**src/rtl/rom_string_streamer.sv**
```systemverilog
// rom_string_streamer
// Reads a NUL-terminated ASCII string, one 32-bit word at a time, from a word-addressed
// OBI subordinate. It streams the characters out over a valid/ready byte interface,
// lane 0 first. There is never more than one OBI read outstanding.
// The obi_pkg below supplies the default configuration and the channel structs.

package obi_pkg;

  typedef struct packed {
    int unsigned AddrWidth;
    int unsigned DataWidth;
    int unsigned IdWidth;
  } obi_cfg_t;

  localparam int unsigned ObiAddrWidth = 32'd32;
  localparam int unsigned ObiDataWidth = 32'd32;
  localparam int unsigned ObiIdWidth   = 32'd1;

  localparam obi_cfg_t ObiDefaultConfig = '{
    AddrWidth: ObiAddrWidth,
    DataWidth: ObiDataWidth,
    IdWidth:   ObiIdWidth
  };

  typedef struct packed {
    logic [ObiAddrWidth-1:0]   addr;
    logic                      we;
    logic [ObiDataWidth/8-1:0] be;
    logic [ObiDataWidth-1:0]   wdata;
    logic [ObiIdWidth-1:0]     aid;
    logic                      a_optional;
  } obi_a_chan_t;

  typedef struct packed {
    logic        req;
    obi_a_chan_t a;
  } obi_req_t;

  typedef struct packed {
    logic [ObiDataWidth-1:0] rdata;
    logic [ObiIdWidth-1:0]   rid;
    logic                    err;
    logic                    r_optional;
  } obi_r_chan_t;

  typedef struct packed {
    logic        gnt;
    logic        rvalid;
    obi_r_chan_t r;
  } obi_rsp_t;

endpackage

module rom_string_streamer #(
  parameter obi_pkg::obi_cfg_t ObiCfg    = obi_pkg::ObiDefaultConfig,
  parameter type               obi_req_t = obi_pkg::obi_req_t,
  parameter type               obi_rsp_t = obi_pkg::obi_rsp_t,
  parameter int unsigned       MaxChars  = 32'd32
) (
  input  logic                        clk_i,
  input  logic                        rst_i,
  input  logic                        start_i,
  input  logic [ObiCfg.AddrWidth-1:0] base_addr_i,
  output logic                        busy_o,
  output logic                        done_o,
  output logic                        err_o,
  output logic                        char_valid_o,
  input  logic                        char_ready_i,
  output logic [7:0]                  char_o,
  output obi_req_t                    obi_req_o,
  input  obi_rsp_t                    obi_rsp_i
);

  localparam int unsigned Aw = ObiCfg.AddrWidth;

  // The character cap fits in eight bits (1..255); the counter compares against it directly.
  localparam logic [7:0] MaxCharsC = MaxChars[7:0];

  typedef enum logic [2:0] {
    ST_IDLE = 3'd0,
    ST_REQ  = 3'd1,
    ST_WAIT = 3'd2,
    ST_EMIT = 3'd3,
    ST_DONE = 3'd4
  } state_e;

  // Picks one byte of a fetched word; lane 0 is the least significant byte.
  function automatic logic [7:0] select_byte(input logic [31:0] word, input logic [1:0] lane);
    select_byte = word[{lane, 3'b000} +: 8];
  endfunction

  // Current state and datapath registers.
  state_e         state_r;
  logic [Aw-1:0]  base_r;
  logic [Aw-1:0]  idx_r;
  logic [1:0]     lane_r;
  logic [7:0]     cnt_r;
  logic [31:0]    word_r;
  logic           err_r;

  // Registered outputs, computed from the next-state view so they line up with the state.
  logic           busy_r;
  logic           done_r;
  logic           valid_r;
  logic [7:0]     char_r;
  logic           req_r;
  logic [Aw-1:0]  addr_r;

  // Next-state values.
  state_e         state_s;
  logic [Aw-1:0]  base_s;
  logic [Aw-1:0]  idx_s;
  logic [1:0]     lane_s;
  logic [7:0]     cnt_s;
  logic [31:0]    word_s;
  logic           err_s;
  logic [7:0]     cur_byte_s;
  logic [7:0]     next_byte_s;
  logic [Aw-1:0]  next_addr_s;
  logic           handshake_s;

  // rid, r_optional and any unused rdata bits are deliberately ignored.
  logic           unused_s;
  assign unused_s = ^obi_rsp_i;

  // Byte currently presented, and whether the sink takes it this cycle. The handshake
  // is gated by the registered valid, so ready never feeds back into valid.
  always_comb begin
    cur_byte_s  = select_byte(word_r, lane_r);
    handshake_s = valid_r & char_ready_i;
  end

  // Next-state and datapath update for the fetch/emit sequence.
  always_comb begin
    state_s = state_r;
    base_s  = base_r;
    idx_s   = idx_r;
    lane_s  = lane_r;
    cnt_s   = cnt_r;
    word_s  = word_r;
    err_s   = err_r;
    case (state_r)
      ST_IDLE: begin
        if (start_i) begin
          base_s  = base_addr_i;
          idx_s   = '0;
          lane_s  = 2'd0;
          cnt_s   = 8'd0;
          err_s   = 1'b0;
          state_s = ST_REQ;
        end else begin
          state_s = ST_IDLE;
        end
      end
      ST_REQ: begin
        if (obi_rsp_i.gnt) begin
          state_s = ST_WAIT;
        end else begin
          state_s = ST_REQ;
        end
      end
      ST_WAIT: begin
        if (obi_rsp_i.rvalid) begin
          if (obi_rsp_i.r.err) begin
            err_s   = 1'b1;
            state_s = ST_DONE;
          end else begin
            word_s  = obi_rsp_i.r.rdata[31:0];
            lane_s  = 2'd0;
            state_s = ST_EMIT;
          end
        end else begin
          state_s = ST_WAIT;
        end
      end
      ST_EMIT: begin
        if (cur_byte_s == 8'd0) begin
          // The terminator ends the run and is never presented to the sink.
          state_s = ST_DONE;
        end else if (handshake_s) begin
          cnt_s = cnt_r + 8'd1;
          if (cnt_s == MaxCharsC) begin
            state_s = ST_DONE;
          end else if (lane_r == 2'd3) begin
            // The word is used up; only now is the next one requested.
            idx_s   = idx_r + {{(Aw-1){1'b0}}, 1'b1};
            lane_s  = 2'd0;
            state_s = ST_REQ;
          end else begin
            lane_s  = lane_r + 2'd1;
            state_s = ST_EMIT;
          end
        end else begin
          state_s = ST_EMIT;
        end
      end
      ST_DONE: begin
        state_s = ST_IDLE;
      end
      default: begin
        state_s = ST_IDLE;
      end
    endcase
  end

  // Values the registered outputs take on the next edge.
  always_comb begin
    next_byte_s = select_byte(word_s, lane_s);
    next_addr_s = base_s + (idx_s << 2);
  end

  // State and datapath registers.
  always_ff @(posedge clk_i or posedge rst_i) begin
    if (rst_i) begin
      state_r <= ST_IDLE;
      base_r  <= '0;
      idx_r   <= '0;
      lane_r  <= 2'd0;
      cnt_r   <= 8'd0;
      word_r  <= 32'd0;
      err_r   <= 1'b0;
    end else begin
      state_r <= state_s;
      base_r  <= base_s;
      idx_r   <= idx_s;
      lane_r  <= lane_s;
      cnt_r   <= cnt_s;
      word_r  <= word_s;
      err_r   <= err_s;
    end
  end

  // Output registers. Valid only rises for a non-NUL byte, and both the byte and the
  // valid flag hold while EMIT waits for the sink.
  always_ff @(posedge clk_i or posedge rst_i) begin
    if (rst_i) begin
      busy_r  <= 1'b0;
      done_r  <= 1'b0;
      valid_r <= 1'b0;
      char_r  <= 8'd0;
      req_r   <= 1'b0;
      addr_r  <= '0;
    end else begin
      busy_r  <= (state_s != ST_IDLE);
      done_r  <= (state_s == ST_DONE);
      valid_r <= (state_s == ST_EMIT) && (next_byte_s != 8'd0);
      char_r  <= (state_s == ST_EMIT) ? next_byte_s : 8'd0;
      req_r   <= (state_s == ST_REQ);
      addr_r  <= next_addr_s;
    end
  end

  // Drive the port signals from the output registers. This is a read-only request,
  // so the fixed request fields are tied off here.
  always_comb begin
    obi_req_o              = '0;
    obi_req_o.req          = req_r;
    obi_req_o.a.addr       = addr_r;
    obi_req_o.a.we         = 1'b0;
    obi_req_o.a.be         = '1;
    obi_req_o.a.wdata      = '0;
    obi_req_o.a.aid        = '0;
    obi_req_o.a.a_optional = '0;
    busy_o                 = busy_r;
    done_o                 = done_r;
    err_o                  = err_r;
    char_valid_o           = valid_r;
    char_o                 = char_r;
  end

endmodule

```
**config.mk**
```make
export PLATFORM = sky130hd
export DESIGN_NAME = rom_string_streamer
export DESIGN_NICKNAME = d
export VERILOG_FILES = /design/src/rtl/rom_string_streamer.sv
export SDC_FILE = /design/constraint.sdc
export NUM_CORES = 1
export LEC_CHECK = 0
export ABC_AREA = 0
export CORE_MARGIN = 5
export CORE_UTILIZATION = 45
export CTS_BUF_LIST = sky130_fd_sc_hd__clkbuf_4 sky130_fd_sc_hd__clkbuf_8
export CTS_CLUSTER_SIZE = 16
export DETAILED_ROUTE_END_ITERATION = 6
export PLACE_DENSITY_LB_ADDON = 0.25
export SYNTH_ARGS = -nofsm -noshare
export SYNTH_HDL_FRONTEND = slang
export SYNTH_SLANG_ARGS = --single-unit
```
**constraint.sdc**
```tcl
create_clock -name clk_i -period 9.6 [get_ports clk_i]
set_clock_uncertainty 0.1 [all_clocks]
set_input_delay 1.44 -clock clk_i [delete_from_list [all_inputs] [get_ports clk_i]]
set_output_delay 1.44 -clock clk_i [all_outputs]
set_load 0.1 [all_outputs]
```
Word-level counts from Yosys, hierarchy flattened
Index checks and enable logic that the tools add are counted.
{"block": "totals", "regBits": 154, "latch_bits": 0, "ramBits": 0, "romBits": 0, "input_bits": 73, "out_inout_bits": 84, "word_cells": 83, "mem_count": 0}
{"block": "classes", "addsub": 4, "multipliers": 0, "div_mod_pow": 0, "n_lt_le_gt_ge": 0, "n_eq_ne": 15, "shifts": 2, "mux": 37, "bitwise_logic": 1, "reduce_logical": 10}
{"cell": "two-way mux 32 bit", "n": 10}
{"cell": "one-hot mux 32 bit (2 select lines)", "n": 1}
{"cell": "variable part select 32 x 6 -> 8 bit", "n": 2}
{"cell": "adder 32 x 1 -> 32 bit, second input constant", "n": 1}
{"cell": "adder 32 bit", "n": 1}
{"cell": "two-way mux 8 bit", "n": 4}
{"cell": "two-way mux 2 bit", "n": 9}
{"cell": "one-hot mux 8 bit (2 select lines)", "n": 1}
{"cell": "two-way mux 3 bit", "n": 5}
{"cell": "inequality test 2 bit, second input constant", "n": 7}
{"cell": "one-hot mux 3 bit (4 select lines)", "n": 1}
{"cell": "equality test 3 x 2 -> 1 bit, second input constant", "n": 3}
{"cell": "adder 8 x 1 -> 8 bit, second input constant", "n": 1}
{"cell": "equality test 8 x 6 -> 1 bit, second input constant", "n": 1}
{"cell": "logical NOT 8 bit", "n": 1}
{"cell": "AND reduction 4 bit", "n": 2}
{"cell": "nonzero test 8 bit", "n": 1}
{"cell": "equality test 3 x 1 -> 1 bit, second input constant", "n": 2}
{"cell": "one-hot mux 2 bit (3 select lines)", "n": 1}
{"cell": "AND reduction 6 bit", "n": 1}
{"cell": "two-way mux 1 bit", "n": 4}
{"cell": "nonzero test 2 bit", "n": 2}
{"cell": "equality test 3 bit, second input constant", "n": 1}
{"cell": "logical NOT 3 bit", "n": 1}
{"cell": "other kinds (6)", "n": 6}

Logic depth before layout (Yosys ltp)
Gate-level depths: netlist of run 1.
{"block": "depth", "word_depth": 9, "ltp_mapped": 20}

Least setup slack after synthesis of run 1
Ideal clock, no wire load.
{"block": "synth_path", "path_type": "input port to flip-flop", "startpoint": "in start_i", "endpoint": "reg addr_r[30]", "setup_time_ns": 0.080, "arrival_time_ns": 4.840, "path_slack_ns": 4.580, "cell_stages": 15, "path_buffers": 1, "cell_sequence": "nand2_1 > nor2_1 > clkbuf_1 > mux2_2 > ha_1 > fa_1 > a21oi_1 > o2111ai_1 > nand2_1 > o221a_2 > or3_1 > a31oi_1 > a221o_1 > o41ai_1 > xnor2_1"}
{"block": "synth_between", "elab_chain_len": 3, "elab_cells_between_ends": 5}
{"item": "start, declared", "line_no": "62", "rtl": "input logic start_i,"}
{"item": "two-way mux 32 bit", "line_no": "144", "rtl": "if (start_i) begin"}
{"item": "two-way mux 32 bit", "line_no": "142", "rtl": "case (state_r)"}
{"item": "via base_s[2]", "line_no": "111", "rtl": "logic [Aw-1:0] base_s;"}
{"item": "adder 32 bit", "line_no": "209", "rtl": "next_addr_s = base_s + (idx_s << 2);"}
{"item": "via next_addr_s[30]", "line_no": "119", "rtl": "logic [Aw-1:0] next_addr_s;"}
{"item": "end signal, assigned", "line_no": "249", "rtl": "addr_r <= next_addr_s;"}
{"item": "end, declared", "line_no": "107", "rtl": "logic [Aw-1:0] addr_r;"}
The timed path passes the listed nets, and every way through them passes these cells. The select of a mux whose other input is x is not followed.
A chain may end at the register's enable or synchronous reset.

Final worst setup path of run 1
{"block": "layout_path", "startpoint": "in char_ready_i", "endpoint": "reg addr_r[30]"}
{"block": "layout_between", "elab_chain_len": 5}
{"item": "start, declared", "line_no": "68", "rtl": "input logic char_ready_i,"}
{"item": "bitwise AND 1 bit", "line_no": "130", "rtl": "handshake_s = valid_r & char_ready_i;"}
{"item": "two-way mux 32 bit", "line_no": "180", "rtl": "end else if (handshake_s) begin"}
{"item": "two-way mux 32 bit", "line_no": "177", "rtl": "if (cur_byte_s == 8'd0) begin"}
{"item": "one-hot mux 32 bit (2 select lines)", "line_no": "142"}
{"item": "via idx_s[5]", "line_no": "112", "rtl": "logic [Aw-1:0] idx_s;"}
{"item": "adder 32 bit", "line_no": "209"}
{"item": "via next_addr_s[30]", "line_no": "119"}
The timed path passes the listed nets, and every way through them passes these cells. The select of a mux whose other input is x is not followed.

==> results of run 1 <==
worst min path at each step:
stage / start / endpoint / slack, ns / cells past startpoint
floorplan: cnt_r[7] / cnt_r[7] / 0.34 / 1
global placement: cnt_r[7] / cnt_r[7] / 0.37 / 1
detailed placement: cnt_r[7] / cnt_r[7] / 0.38 / 1
CTS: cnt_r[7] / cnt_r[7] / 0.41 / 1
global route: base_r[24] / base_r[24] / 0.43 / 1
finish: cnt_r[7] / cnt_r[7] / 0.40 / 1
power groups by stage:
| stage | Combinational, uW | Sequential [uW] | Clock, uW |
|---|---|---|---|
| 2_1_floorplan | 789 | 1560 | 0 |
| 3_3_place_gp | 1760 | 960 | 0 |
| 3_5_place_dp | 1770 | 965 | 0 |
| 4_1_cts | 1780 | 954 | 503 |
| 5_1_grt | 1870 | 978 | 529 |
| 6_report | 1770 | 952 | 489 |
state kept, by name (all words and copies together), names as in the netlist, 2 cells and up:
name / count
state_r: 3
addr_r: 32
base_r: 30
char_o: 8
cnt_r: 8
lane_r: 2
idx_r: 30
word_r: 32
stage by stage:
step | total power [uW] | area (um2)
finish | 3210 | 9690
CTS | 3240 | 9690
global route | 3380 | 9690
detailed placement | 2740 | 9290
floorplan | 2350 | 8200
global placement | 2720 | 9290
layout make-up:
cell class / instances / area (um2)
Inverter: 15 / 61.3
Clock buffer: 19 / 262
Tap cell: 229 / 287
Clock inverter: 13 / 134
Sequential cell: 150 / 3750
Timing Repair Buffer: 123 / 1210
Multi-Input combinational cell: 569 / 3980
Fill cell: 1588 / 8090
routing by layer:
layer	global-route usage, %	wire length [um]	share of wire, %	vias up
li1	-	-	-	2937
met4	5.05	123	0.72	0
met3	3.56	861	5.0	6
met2	26.8	7860	46	128
met1	23.6	8230	48	2785
met5	0	0	0	-
placed cells by master, fill, tap and decap left out, types with 3 or more instances in the layout:
master           netlist  final
dfrtp_1              150    150
clkdlybuf4s50_1        0    115
mux2_2                72     72
nand2_1               52     52
o21ai_0               52     52
nor2_1                51     50
a21oi_1               39     39
conb_1                 2     39
ha_1                  32     32
xnor2_1               23     23
nand3_1               20     20
a31oi_1               21     20
clkbuf_8               0     19
mux2i_1               16     16
o21ai_1               15     15
a21o_1                14     14
inv_1                 14     13
nor3_1                11     11
nand4_1                8      8
buf_4                 42      8
nor4_1                 7      7
and3_1                 7      7
inv_6                  0      7
and2_1                 6      6
xor2_1                 6      6
o211ai_1               5      5
a211o_1                5      5
o21a_1                 4      4
o31ai_1                4      4
o41ai_1                4      4
nor2b_1                4      4
nand2b_1               4      4
or4_1                  3      3
o21bai_1               3      3
cell usage after synthesis (6+ instances only):
cell type	count
and2_1	6
buf_4	42
mux2i_1	16
dfrtp_1	150
o21ai_1	15
mux2_2	72
xnor2_1	23
o21ai_0	52
nand3_1	20
nor4_1	7
nand2_1	52
a21o_1	14
a31oi_1	21
and3_1	7
nor2_1	51
nor3_1	11
xor2_1	6
clkbuf_1	18
inv_1	14
ha_1	32
a21oi_1	39
nand4_1	8
cell families (layout without fill, tap and decap cells):
group	count (synthesis)	in the layout	share of synthesized area, %
xor+xnor	29	29	3.15
other cells	2	39	0.0931
simple gates	189	189	11.5
flops	150	150	46.5
fa+ha+maj	33	33	5.21
buf+inv	81	170	6.05
compound gates	190	190	15.2
mux	89	89	12.2
==> impl_metrics.json, run 1 <==
{
  "ys_seq_elements": 150,
  "numCtsBuffers": 17,
  "worstSetupStartpointType": "primary input",
  "power_frac_comb_pct": 55.1,
  "final_util_pct": 54.5,
  "worst_pin_slew_ns": 1.01,
  "cp_num_cells": 17,
  "clock-root-buffer": "clkbuf_8",
  "cp.arrival_ns": 5.85,
  "max_freq_ghz": 0.178,
  "cp_data_required_time_ns": 9.83,
  "clk_pin_slew_worst_paths_ns": 0.09,
  "firstDrtPassIters": 5,
  "rsz0062_at_grt": "no",
  "holdWs_ns": 0.400,
  "post_cts_resized": 0,
  "drive_gt1_share_pct": 14.8,
  "placed_cells": 1086,
  "syn_area_um2": 8060,
  "postSynthAreaPerCell_um2": 10.6,
  "slew_viol_final": 0,
  "gp_congestion": 0.841,
  "powerDensity_nw_per_um2": 331,
  "cts_tree": "done",
  "slew_headroom_pct": 32.4,
  "leakagePower_uw": 0.00433,
  "ant_nets": 0,
  "die_w_um": 144,
  "cpMaxStageDelayCell": "a2111oi_4",
  "status": "finished clean",
  "setup_viol": 0,
  "final_cells": 1118,
  "grt_pass1_wl_mm": 28.0,
  "grt_usage_pct": 16.9,
  "num_vias": 5856,
  "min_period_ns": 5.63,
  "ioPinCount": 157,
  "critPathCapture": "addr_r[30]",
  "synth_top_area_share_pct": 46.5,
  "critical-path-top-delay-family": "compound AO/OA/AOI/OAI gates",
  "critPathMaxFanout": 9,
  "grt_pass1_vias": 5698,
  "hold_violations": 0,
  "io_buffers": 115,
  "start_util_pct": 45.4,
  "cts_hold_buf": 0,
  "wl_mm": 17.1,
  "drt_iter0_drc": 233,
  "r2r_slack_ns": 4.38,
  "r2r-start": "lane_r[0]",
  "cp_cell_sequence": "clkdlybuf4s50_1 > and2_1 > o41ai_4 > a2111oi_4 > a31oi_1 > o21ai_0 > o41ai_1 > ha_1 > nand3_1 > o2111ai_1 > nand2_1 > o221a_2 > or3_1 > a31oi_1 > a221o_1 > o41ai_1 > xnor2_1",
  "intPower_uw": 1610,
  "hp-class": "reg2reg",
  "path_class": "in2reg",
  "fin_crit_sh_pct": 58.6,
  "clk-insertion-delay-late_ns": 0.46,
  "seq_area_frac_synth_pct": 46.5,
  "clock_tree.buffer_depth": 2,
  "die_area_um2": 20700,
  "dp_slack_ns": 3.49,
  "syn_inst": 763,
  "rows": 49,
  "clockPowerShare_pct": 15.2,
  "antenna_found_initial": 0,
  "synthArstFlopShare_pct": 100,
  "p_switching_uw": 1590,
  "coreArea_um2": 17800,
  "tns_ns": 0,
  "worst_slack_ns": 3.97,
  "cts.sinks": 150,
  "area_growth_pct": 20.1,
  "ys.flop_type": "dfrtp_1",
  "num_antenna_cells": 0,
  "timing.rr.end": "addr_r[30]",
  "fp.dieH_um": 144,
  "final_nets": 982,
  "peakVddDrop_mv": 0.221,
  "yosys-top-cells-area": "dfrtp_1, mux2_2, ha_1",
  "post-dp-hpwl_mm": 12.4,
  "yosysTopAreaCell": "dfrtp_1",
  "cts_setup_buffers": 0,
  "cp-end-kind": "register",
  "sw_frac_of_total_pct": 49.7,
  "grt-ovfl-total": 0,
  "route.detailed.drc": 0,
  "htreeDepth": 4,
  "crit_start": "char_ready_i",
  "wl_per_cell_um": 15.3,
  "vias_per_cell": 5.24,
  "synth_edf_count": 0,
  "max_stage_delay_ns": 0.62,
  "synth_cell_types": 68,
  "grt_max_degree": 87,
  "ys.warnings.count": 0,
  "worst-path-buf-inv": 1,
  "reg2regPathDepth": 18,
  "maxCapViolCount": 0,
  "power_frac_seq_pct": 29.7
}
Note: power is estimated with default switching activity, not from simulation.
==> inputs of run 2 (changes only) <==
==> constraint.sdc (replaced) <==
create_clock -name clk_i -period 5.4 [get_ports clk_i]
set_clock_uncertainty 0.1 [all_clocks]
set_input_delay 0.81 -clock clk_i [delete_from_list [all_inputs] [get_ports clk_i]]
set_output_delay 0.81 -clock clk_i [all_outputs]
set_load 0.1 [all_outputs]
==> run 2 against run 1 <==
  * Combinational power rose by 79%
  * Power is 80% higher
  * Via count is 2.8% higher
  * Die area stayed put
  * Hold slack worse by 0.0024 ns
  * Sequential power grew 78%
  * Sequential share of layout area down 0.46 points
  * Global-route usage up 0.36 points
  * Setup slack lost 3.7 ns
  * Cell area grew 1.2%
  * Critical path type is now reg2reg
  * Largest cell class unchanged
  * Largest power group unchanged
  * Highest routed layer unchanged
==> impl_metrics.json, run 2 (synthesis results as in run 1) <==
{
  "min_period_ns": 5.09,
  "grt_pass1_wl_mm": 28.5,
  "grt-ovfl-total": 0,
  "fin_crit_sh_pct": 94.2,
  "placed_cells": 1099,
  "hp-class": "reg2reg",
  "post_cts_resized": 0,
  "slew_viol_final": 0,
  "final_nets": 995,
  "holdWs_ns": 0.398,
  "post-dp-hpwl_mm": 12.8,
  "cts_hold_buf": 0,
  "grt_usage_pct": 17.3,
  "clk-insertion-delay-late_ns": 0.45,
  "max_freq_ghz": 0.197,
  "die_w_um": 144,
  "wl_per_cell_um": 15.5,
  "coreArea_um2": 17800,
  "start_util_pct": 45.4,
  "final_util_pct": 55.2,
  "area_growth_pct": 21.6,
  "rsz0062_at_grt": "no",
  "cp_data_required_time_ns": 5.68,
  "slew_headroom_pct": 34.0,
  "num_vias": 6018,
  "antenna_found_initial": 0,
  "ioPinCount": 157,
  "peakVddDrop_mv": 0.439,
  "numCtsBuffers": 17,
  "clk_pin_slew_worst_paths_ns": 0.09,
  "mostFrequentLayoutCells": "dfrtp_1, clkdlybuf4s50_1, mux2_2",
  "htreeDepth": 4,
  "clock_tree.buffer_depth": 2,
  "drt_iter0_drc": 265,
  "drive_gt1_share_pct": 16.0,
  "layout_commonest_cell": "dfrtp_1",
  "cts_setup_buffers": 0,
  "grt_max_degree": 72,
  "critPathMaxFanout": 6,
  "ant_nets": 0,
  "num_antenna_cells": 0,
  "fp.dieH_um": 144,
  "n_fill_cell": 1561,
  "final_cells": 1130,
  "firstDrtPassIters": 5,
  "worstSetupStartpointType": "register",
  "die_area_um2": 20700,
  "cp.arrival_ns": 5.36,
  "clock-root-buffer": "clkbuf_8",
  "leakagePower_uw": 0.00440,
  "path_class": "reg2reg",
  "cp-end-kind": "register",
  "grt_pass1_vias": 5884,
  "hold_violations": 0,
  "status": "finished clean",
  "cts_tree": "done",
  "worst_pin_slew_ns": 0.987,
  "vias_per_cell": 5.33,
  "rows": 49,
  "io_buffers": 115,
  "wl_mm": 17.5,
  "gp_congestion": 0.848,
  "seq_area_um2": 3750,
  "powerDensity_nw_per_um2": 589,
  "tns_ns": 0,
  "setup_viol": 0,
  "reg.largest.list": "addr_r x32, word_r x32",
  "cts.sinks": 150,
  "multi_input_area_um2": 3980,
  "maxCapViolCount": 0,
  "route.detailed.drc": 0
}
==> run 2: cell types whose count changed in the layout (fill, tap and decap cells not counted) <==
cell        change
buf_4          +13
inv_6           -3
clkinv_2        -1
clkbuf_4        +1
inv_8           -2
clkinvlp_4      +1
clkbuf_8        -2
bufinv_16       +2
clkinv_4        +3
==> run 2: cell type report <==
cell class | instances | share of cell area [%]
clock buffers | 18 | 2.46
clock inverters | 13 | 1.77
inverters | 15 | 0.625
multi-input cells | 569 | 40.6
flip-flops and latches | 150 | 38.3
well taps | 229 | 2.92
repair buffers | 136 | 13.3
==> run 2: critical path, stage by stage (launching register included) <==
cell	delay [ns]
dfrtp_1	0.44
ha_1	0.28
nand2_1	0.11
o21a_1	0.25
o41ai_4	0.50
a21oi_2	0.13
nand2_1	0.12
nor2_1	0.07
mux2_2	0.29
ha_1	0.23
fa_1	0.40
a21oi_1	0.29
o2111ai_1	0.24
nand2_1	0.18
o221a_2	0.26
or3_1	0.11
a31oi_1	0.13
a221o_1	0.35
o41ai_1	0.37
xnor2_1	0.18
==> run 2: worst paths after layout <==
| check | startpoint | endpoint | slack, ns | depth (start not counted) |
|---|---|---|---|---|
| max | cnt_r[0] | addr_r[30] | 0.31 | 19 |
| min | cnt_r[7] | cnt_r[7] | 0.40 | 1 |
| max reg2reg | cnt_r[0] | addr_r[30] | 0.31 | 19 |
| min reg2reg | cnt_r[7] | cnt_r[7] | 0.40 | 1 |
| max in group asynchronous | rst_i | word_r[20] | 3.45 | 3 |
| min in group asynchronous | rst_i | addr_r[10] | 0.72 | 2 |
==> run 2: power by group <==
part,internal [uW],switching (uW),total (uW)
logic,959,2210,3170
clock network,466,448,914
registers,1530,165,1690
total,2950,2820,5780
==> run 2: layer usage <==
metal  global-route usage, %  share of wire (%)  vias up
met2                    27.1                 46      141
met5                       0                  0        -
met3                    3.89                5.5       27
li1                        -                  -     2954
met1                    23.7                 47     2896
met4                    6.10                1.4        0
==> run 2: per-stage QoR <==
stage	total power, uW	setup slack [ns]	instance area (um2)
2_1_floorplan	4170	0.454	8200
3_3_place_gp	4860	0.134	9390
3_5_place_dp	4890	0.0183	9390
4_1_cts	5820	0.298	9810
5_1_grt	6100	0.00418	9810
6_report	5780	0.312	9810
==> inputs of run 3 (changes only) <==
--- a/config.mk
+++ b/config.mk
@@ -6,7 +6,7 @@
 export NUM_CORES = 1
 export LEC_CHECK = 0
 export ABC_AREA = 0
-export CORE_MARGIN = 5
+export CORE_MARGIN = 1.5
 export CORE_UTILIZATION = 45
 export CTS_BUF_LIST = sky130_fd_sc_hd__clkbuf_4 sky130_fd_sc_hd__clkbuf_8
 export CTS_CLUSTER_SIZE = 16
==> run 3 against run 2 <==
  * Setup slack improved by 0.055 ns
  * Sequential power barely moved
  * Clock-buffer cell count rose by 1
  * Non-clock buffer count fell by 1
  * Critical endpoint unchanged
  * Largest power group unchanged
==> impl_metrics.json, run 3 (synthesis results as in run 1) <==
{
  "status": "finished clean",
  "die_w_um": 137,
  "grt_pass1_vias": 5774,
  "met3WireLength_um": 625,
  "critPathMaxFanout": 6,
  "grt-ovfl-total": 0,
  "drive_gt1_share_pct": 16.1,
  "maxCapViolCount": 0,
  "slew_viol_final": 0,
  "fp.dieH_um": 137,
  "ioPinCount": 157,
  "crit_top_cell": "nand2_1",
  "num_vias": 5935,
  "wl_met2_mm": 7.81,
  "cts_tree": "done",
  "area_growth_pct": 20.9,
  "slew_headroom_pct": 33.5,
  "grt_max_degree": 88,
  "placed_area_um2": 9380,
  "num_antenna_cells": 0,
  "reg.largest.list": "addr_r x32, word_r x32",
  "wl_mm": 17.2,
  "hp-class": "reg2reg",
  "setup_viol": 0,
  "gp_congestion": 0.834,
  "vias_per_cell": 5.28,
  "min_period_ns": 5.03,
  "grt_usage_pct": 19.7,
  "clk_pin_slew_worst_paths_ns": 0.08,
  "max_stage_delay_ns": 0.52,
  "antenna_found_initial": 0,
  "rsz0062_at_grt": "no",
  "rows": 48,
  "grt_pass1_wl_mm": 28.6,
  "path_class": "reg2reg",
  "min_path_cells": 1,
  "tns_ns": 0,
  "cts.sinks": 150,
  "drt_iter0_drc": 244,
  "top_layer_used": "met4",
  "route.detailed.drc": 0,
  "numCtsBuffers": 17,
  "max_freq_ghz": 0.199,
  "reg2regPathDepth": 18,
  "cp_data_required_time_ns": 5.68,
  "die_area_um2": 18700,
  "layout_commonest_cell": "dfrtp_1",
  "p_total_uw": 5670,
  "powerDensity_nw_per_um2": 582,
  "cp-end-kind": "register",
  "cp_cell_sequence": "or4_1 > nor4_1 > a311o_2 > a21oi_2 > nand2_1 > nor2_1 > mux2_2 > ha_1 > fa_1 > a21oi_1 > o2111ai_1 > nand2_1 > o221a_2 > or3_1 > a31oi_1 > a221o_1 > o41ai_2 > xnor2_1",
  "n_fill_cell": 1544,
  "cpMaxStageDelayCell": "or4_1",
  "coreArea_um2": 17400,
  "final_nets": 994,
  "start_util_pct": 46.3,
  "ant_nets": 0,
  "hold_violations": 0,
  "io_buffers": 115,
  "firstDrtPassIters": 4,
  "worst_pin_slew_ns": 0.994,
  "peakVddDrop_mv": 0.415,
  "clock_tree.buffer_depth": 2,
  "worstSetupStartpointType": "register",
  "clk-insertion-delay-late_ns": 0.46,
  "r2r_slack_ns": 0.37,
  "cp.arrival_ns": 5.32,
  "final_util_pct": 56.0,
  "met1_length_mm": 8.59,
  "clock-root-buffer": "clkbuf_8",
  "fin_crit_sh_pct": 93.2,
  "mostFrequentLayoutCells": "dfrtp_1, clkdlybuf4s50_1, mux2_2",
  "wl_per_cell_um": 15.3,
  "leakagePower_uw": 0.00438,
  "htreeDepth": 4,
  "final_area_um2": 9750,
  "post-dp-hpwl_mm": 12.5
}
==> run 3: changes by cell type in the layout (fill, tap and decap cells not counted), sizes merged <==
cell	before	now
bufinv	3	1
buf	21	20
clkbuf	18	19
inv	18	16
clkinv	4	7
==> run 3: area by class of cell <==
cell class	instances	area, um2	area share [%]
clock inverter	12	108	1.10
sequential	150	3750	38.5
clock buffer	19	249	2.55
timing repair buffer	135	1300	13.4
multi-input combinational	569	3990	41.0
inverter	15	61.3	0.629
tap	225	282	2.89
==> run 3: stage by stage <==
stage / instances / hold WS [ns] / setup slack (ns)
2_1_floorplan: 800 / 0.337 / 0.454
3_3_place_gp: 1094 / 0.364 / 0.142
3_5_place_dp: 1094 / 0.369 / 0.0200
4_1_cts: 1125 / 0.384 / 0.315
5_1_grt: 1125 / 0.408 / 0.0203
6_report: 1125 / 0.385 / 0.367
==> run 3: worst paths after layout <==
check | startpoint | endpoint
max | word_r[10] | addr_r[30]
max reg2reg | word_r[10] | addr_r[30]
min | cnt_r[7] | cnt_r[7]
min in group asynchronous | rst_i | addr_r[6]
max in group asynchronous | rst_i | base_r[2]
min reg2reg | cnt_r[7] | cnt_r[7]
==> run 3: critical path, delay by kind of cell (launching register included) <==
family,cells,cell delay [ns]
AO/OA/AOI/OAI,8,1.96
adder cells (fa/ha/maj),2,0.64
flip-flops,1,0.38
multiplexers,1,0.29
XOR/XNOR,1,0.16
AND/OR/NAND/NOR,6,1.41
==> run 3: what timing repair did <==
action,in CTS,in global routing
endpoints found under the hold margin,0,0
resized for setup,0,2
setup buffers,0,0
hold buffers,0,0
setup endpoints to repair,0,3
==> run 3: power by group <==
group | internal (uW) | switching, uW | leakage [uW]
Combinational | 959 | 2210 | 0.00231
Sequential | 1530 | 168 | 0.00189
Clock | 370 | 437 | 0.000179
Total | 2860 | 2810 | 0.00438
==> run 3: per-layer routing <==
metal / track usage [%] / vias up
met5: 0 / -
met4: 4.80 / 0
met3: 4.52 / 16
met2: 30.0 / 126
met1: 28.6 / 2844
li1: - / 2949
==> variant, RTL diff (flow settings as in run 3) <==
Make the reset (`rst_i`) synchronous in 2 clocked blocks.
--- a/src/rtl/rom_string_streamer.sv
+++ b/src/rtl/rom_string_streamer.sv
@@ -212,3 +212,3 @@
   // State and datapath registers.
-  always_ff @(posedge clk_i or posedge rst_i) begin
+  always_ff @(posedge clk_i) begin
     if (rst_i) begin
@@ -234,3 +234,3 @@
   // valid flag hold while EMIT waits for the sink.
-  always_ff @(posedge clk_i or posedge rst_i) begin
+  always_ff @(posedge clk_i) begin
     if (rst_i) begin
Check against the original RTL: differs if rst_i is asserted again (counterexample within 4 cycles, from zero or initial values and one cycle with rst_i high); with rst_i held inactive, the same outputs for 4 cycles.
==> variant against run 3 <==
- the run now ends with DRC left
- die area up 3.5%
- design area grew 4.0%
- register-to-register slack improved by 0.33 ns
- sequential cell count is the same
- wire length increased by 12%
- synthesized cell count grew 27%
- synthesized area increased by 3.6%
- non-clock buffer count is 21 higher
- setup slack gained 0.032 ns
- largest cell class unchanged
Power is not compared: it rests on default switching activity, and its combinational part moved more than twofold at a synthesized area within 25%.
==> variant: results (changes against run 3) <==
| Metric | Value |
|---|---|
| Max incr delay on CP | `0.51 ns` |
| Share of layout cells above drive strength 1 | `0.122 (-0.0388)` |
| Peak supply drop | `~0.17 mV` |
| Clk Latency, worst-skew pair | `0.47 ns` |
| Placed Cells | `1301 (+19%)` |
| Port buffer count | `115 (unchanged)` |
| Routability cong. | `0.834 (about the same)` |
| Final-stage net count | `1197 (+20%)` |
| Synth cell types | `83 (+22%)` |
| Critical path peak fanout | `7 (+1)` |
| Outcome | `finished, violations left` |
| Ant. Diodes | `0 (unchanged)` |
| Drt wl/cell | `14.4 um (-5.8%)` |
| CTS Buf Count | `17 (unchanged)` |
| Worst-Margin Slew | `1.04 ns (+0.0476 ns)` |
| Avg Cell Area, Syn | `8.65 um^2 (-18%)` |
| Post-Route WL | `19200 um (+12%)` |
| Asr flop ratio synth | `0 (-1.00)` |
| Initial DRC Count | `501 (+110%)` |
| Warnings, synthesis | `0 (unchanged)` |
| CP delay by family, top | `compound AO/OA/AOI/OAI gates` |
| Register area share after synthesis | `0.359 (-0.106)` |
| Initial antenna violation count | `0 (unchanged)` |
| GRT Total Usage | `0.200 (+0.00275)` |
| Top cells by area, synth | `dfxtp_1, nor2b_1, mux2i_1, ha_1, nor2_1` |
| Maximum buffer depth of the clock tree | `2 (unchanged)` |
| First-pass GRT wire length | `31600 um (+11%)` |
| Worst hold path class | `flip-flop to flip-flop` |
| Failing checks | `DRC` |
| # DRC | `11 (+11)` |
| Post-CTS Setup Inserts | `0 (unchanged)` |
| CP max-delay cell | `clkdlybuf4s50_1` |
| Pleak | `4.08 nW` |
| Most frequently used flop master after synthesis | `dfxtp_1` |
| Largest net degree at the start of global routing | `103 (+17%)` |
| Hpwl dp | `13900 um (+12%)` |
| Clk root buf | `clkbuf_8` |
| Via Count | `7081 (+19%)` |
| Largest regs | `base_r (32), word_r (32)` |
| Commonest cells in the netlist | `dfxtp_1, nor2_1, nand2_1, nor2b_1, o21ai_0` |
| Setup-failing EPs final | `0 (unchanged)` |
| TritonRoute pass-1 iters | `7 (+3)` |
| CP Data Arrival Time | `5.26 ns (-0.06 ns)` |
| CTS clk-pin slew, worst paths | `0.09 ns` |
| # H-tree levels | `4 (unchanged)` |
| Number of global-route vias before repair | `6504 (+13%)` |
[variant: report_power, final]
group	leakage [nW]	total, mW	switching [mW]	internal (mW)
clock	0.197	0.903	0.480	0.423
combinational	2.66	0.598	0.414	0.184
sequential	1.22	1.16	0.0153	1.15
total	4.08	2.66	0.909	1.75
[variant: timing repair]
item,4_1_cts,5_1_grt
endpoints found under the setup margin,0,2
gates resized for setup,0,1
endpoints found under the hold margin,0,0
[variant: kinds of logic after synthesis]
family                     Yosys count  share of synthesized area
and+or+nand+nor                    379                      0.231
AOI/OAI and AO/OA                  211                      0.176
DFF                                150                      0.359
buffers and inverters               97                     0.0661
muxes                               75                     0.0963
adders and majority gates           33                     0.0503
xor gates and xnor gates            19                     0.0199
other                                2                   0.000899
[variant: layer usage]
metal / wire length [um] / vias up / track usage
li1: - / 3611 / -
met3: 1070 / 20 / 0.0451
met2: 8560 / 192 / 0.305
met5: 0 / - / 0
met1: 9340 / 3258 / 0.282
met4: 236 / 0 / 0.0599
[variant: final cells by class]
type | instances | area (um^2)
clock buffer | 17 | 234
inverter | 10 | 37.5
sequential | 150 | 3000
tap | 229 | 287
timing repair buffer | 156 | 1460
multi-input combinational | 756 | 4950
fill | 1691 | 7950
clock inverter | 15 | 169
[variant: stage by stage]
| stage | cell area, um^2 | setup slack (ns) |
|---|---|---|
| finish | 10100 | 0.398 |
| global route | 10100 | 0.0723 |
| CTS | 10100 | 0.366 |
| detailed placement | 9730 | -0.120 |
| global placement | 9730 | 0.0265 |
| floorplan | 8490 | 0.427 |
[variant: path summary, 6_finish.rpt]
check | from | to | slack (ns) | cells after the start
worst max-delay path | char_ready_i | addr_r[31]$_SDFF_PP0_ | 0.40 | 20
worst min-delay path | err_o$_SDFFE_PP0P_ | err_o$_SDFFE_PP0P_ | 0.38 | 2
worst max register to register | cnt_r[0]$_SDFFE_PP0P_ | addr_r[31]$_SDFF_PP0_ | 0.70 | 18
worst min register to register | err_o$_SDFFE_PP0P_ | err_o$_SDFFE_PP0P_ | 0.38 | 2
[variant: worst register-to-register path: stages, from the launching register on]
cell and delay (ns):
dfxtp_1 0.42, ha_1 0.27, nand3_1 0.23, o21ai_4 0.35, a211oi_2 0.11, and4_1 0.27, a21oi_1 0.14, o21ai_0 0.08
o41ai_1 0.12, ha_1 0.36, a211oi_2 0.24, nor2_1 0.09, or4_4 0.46, a311oi_4 0.27, a21oi_2 0.11, o21ba_1 0.22
o41ai_2 0.33, a21oi_1 0.12, mux2_1 0.32
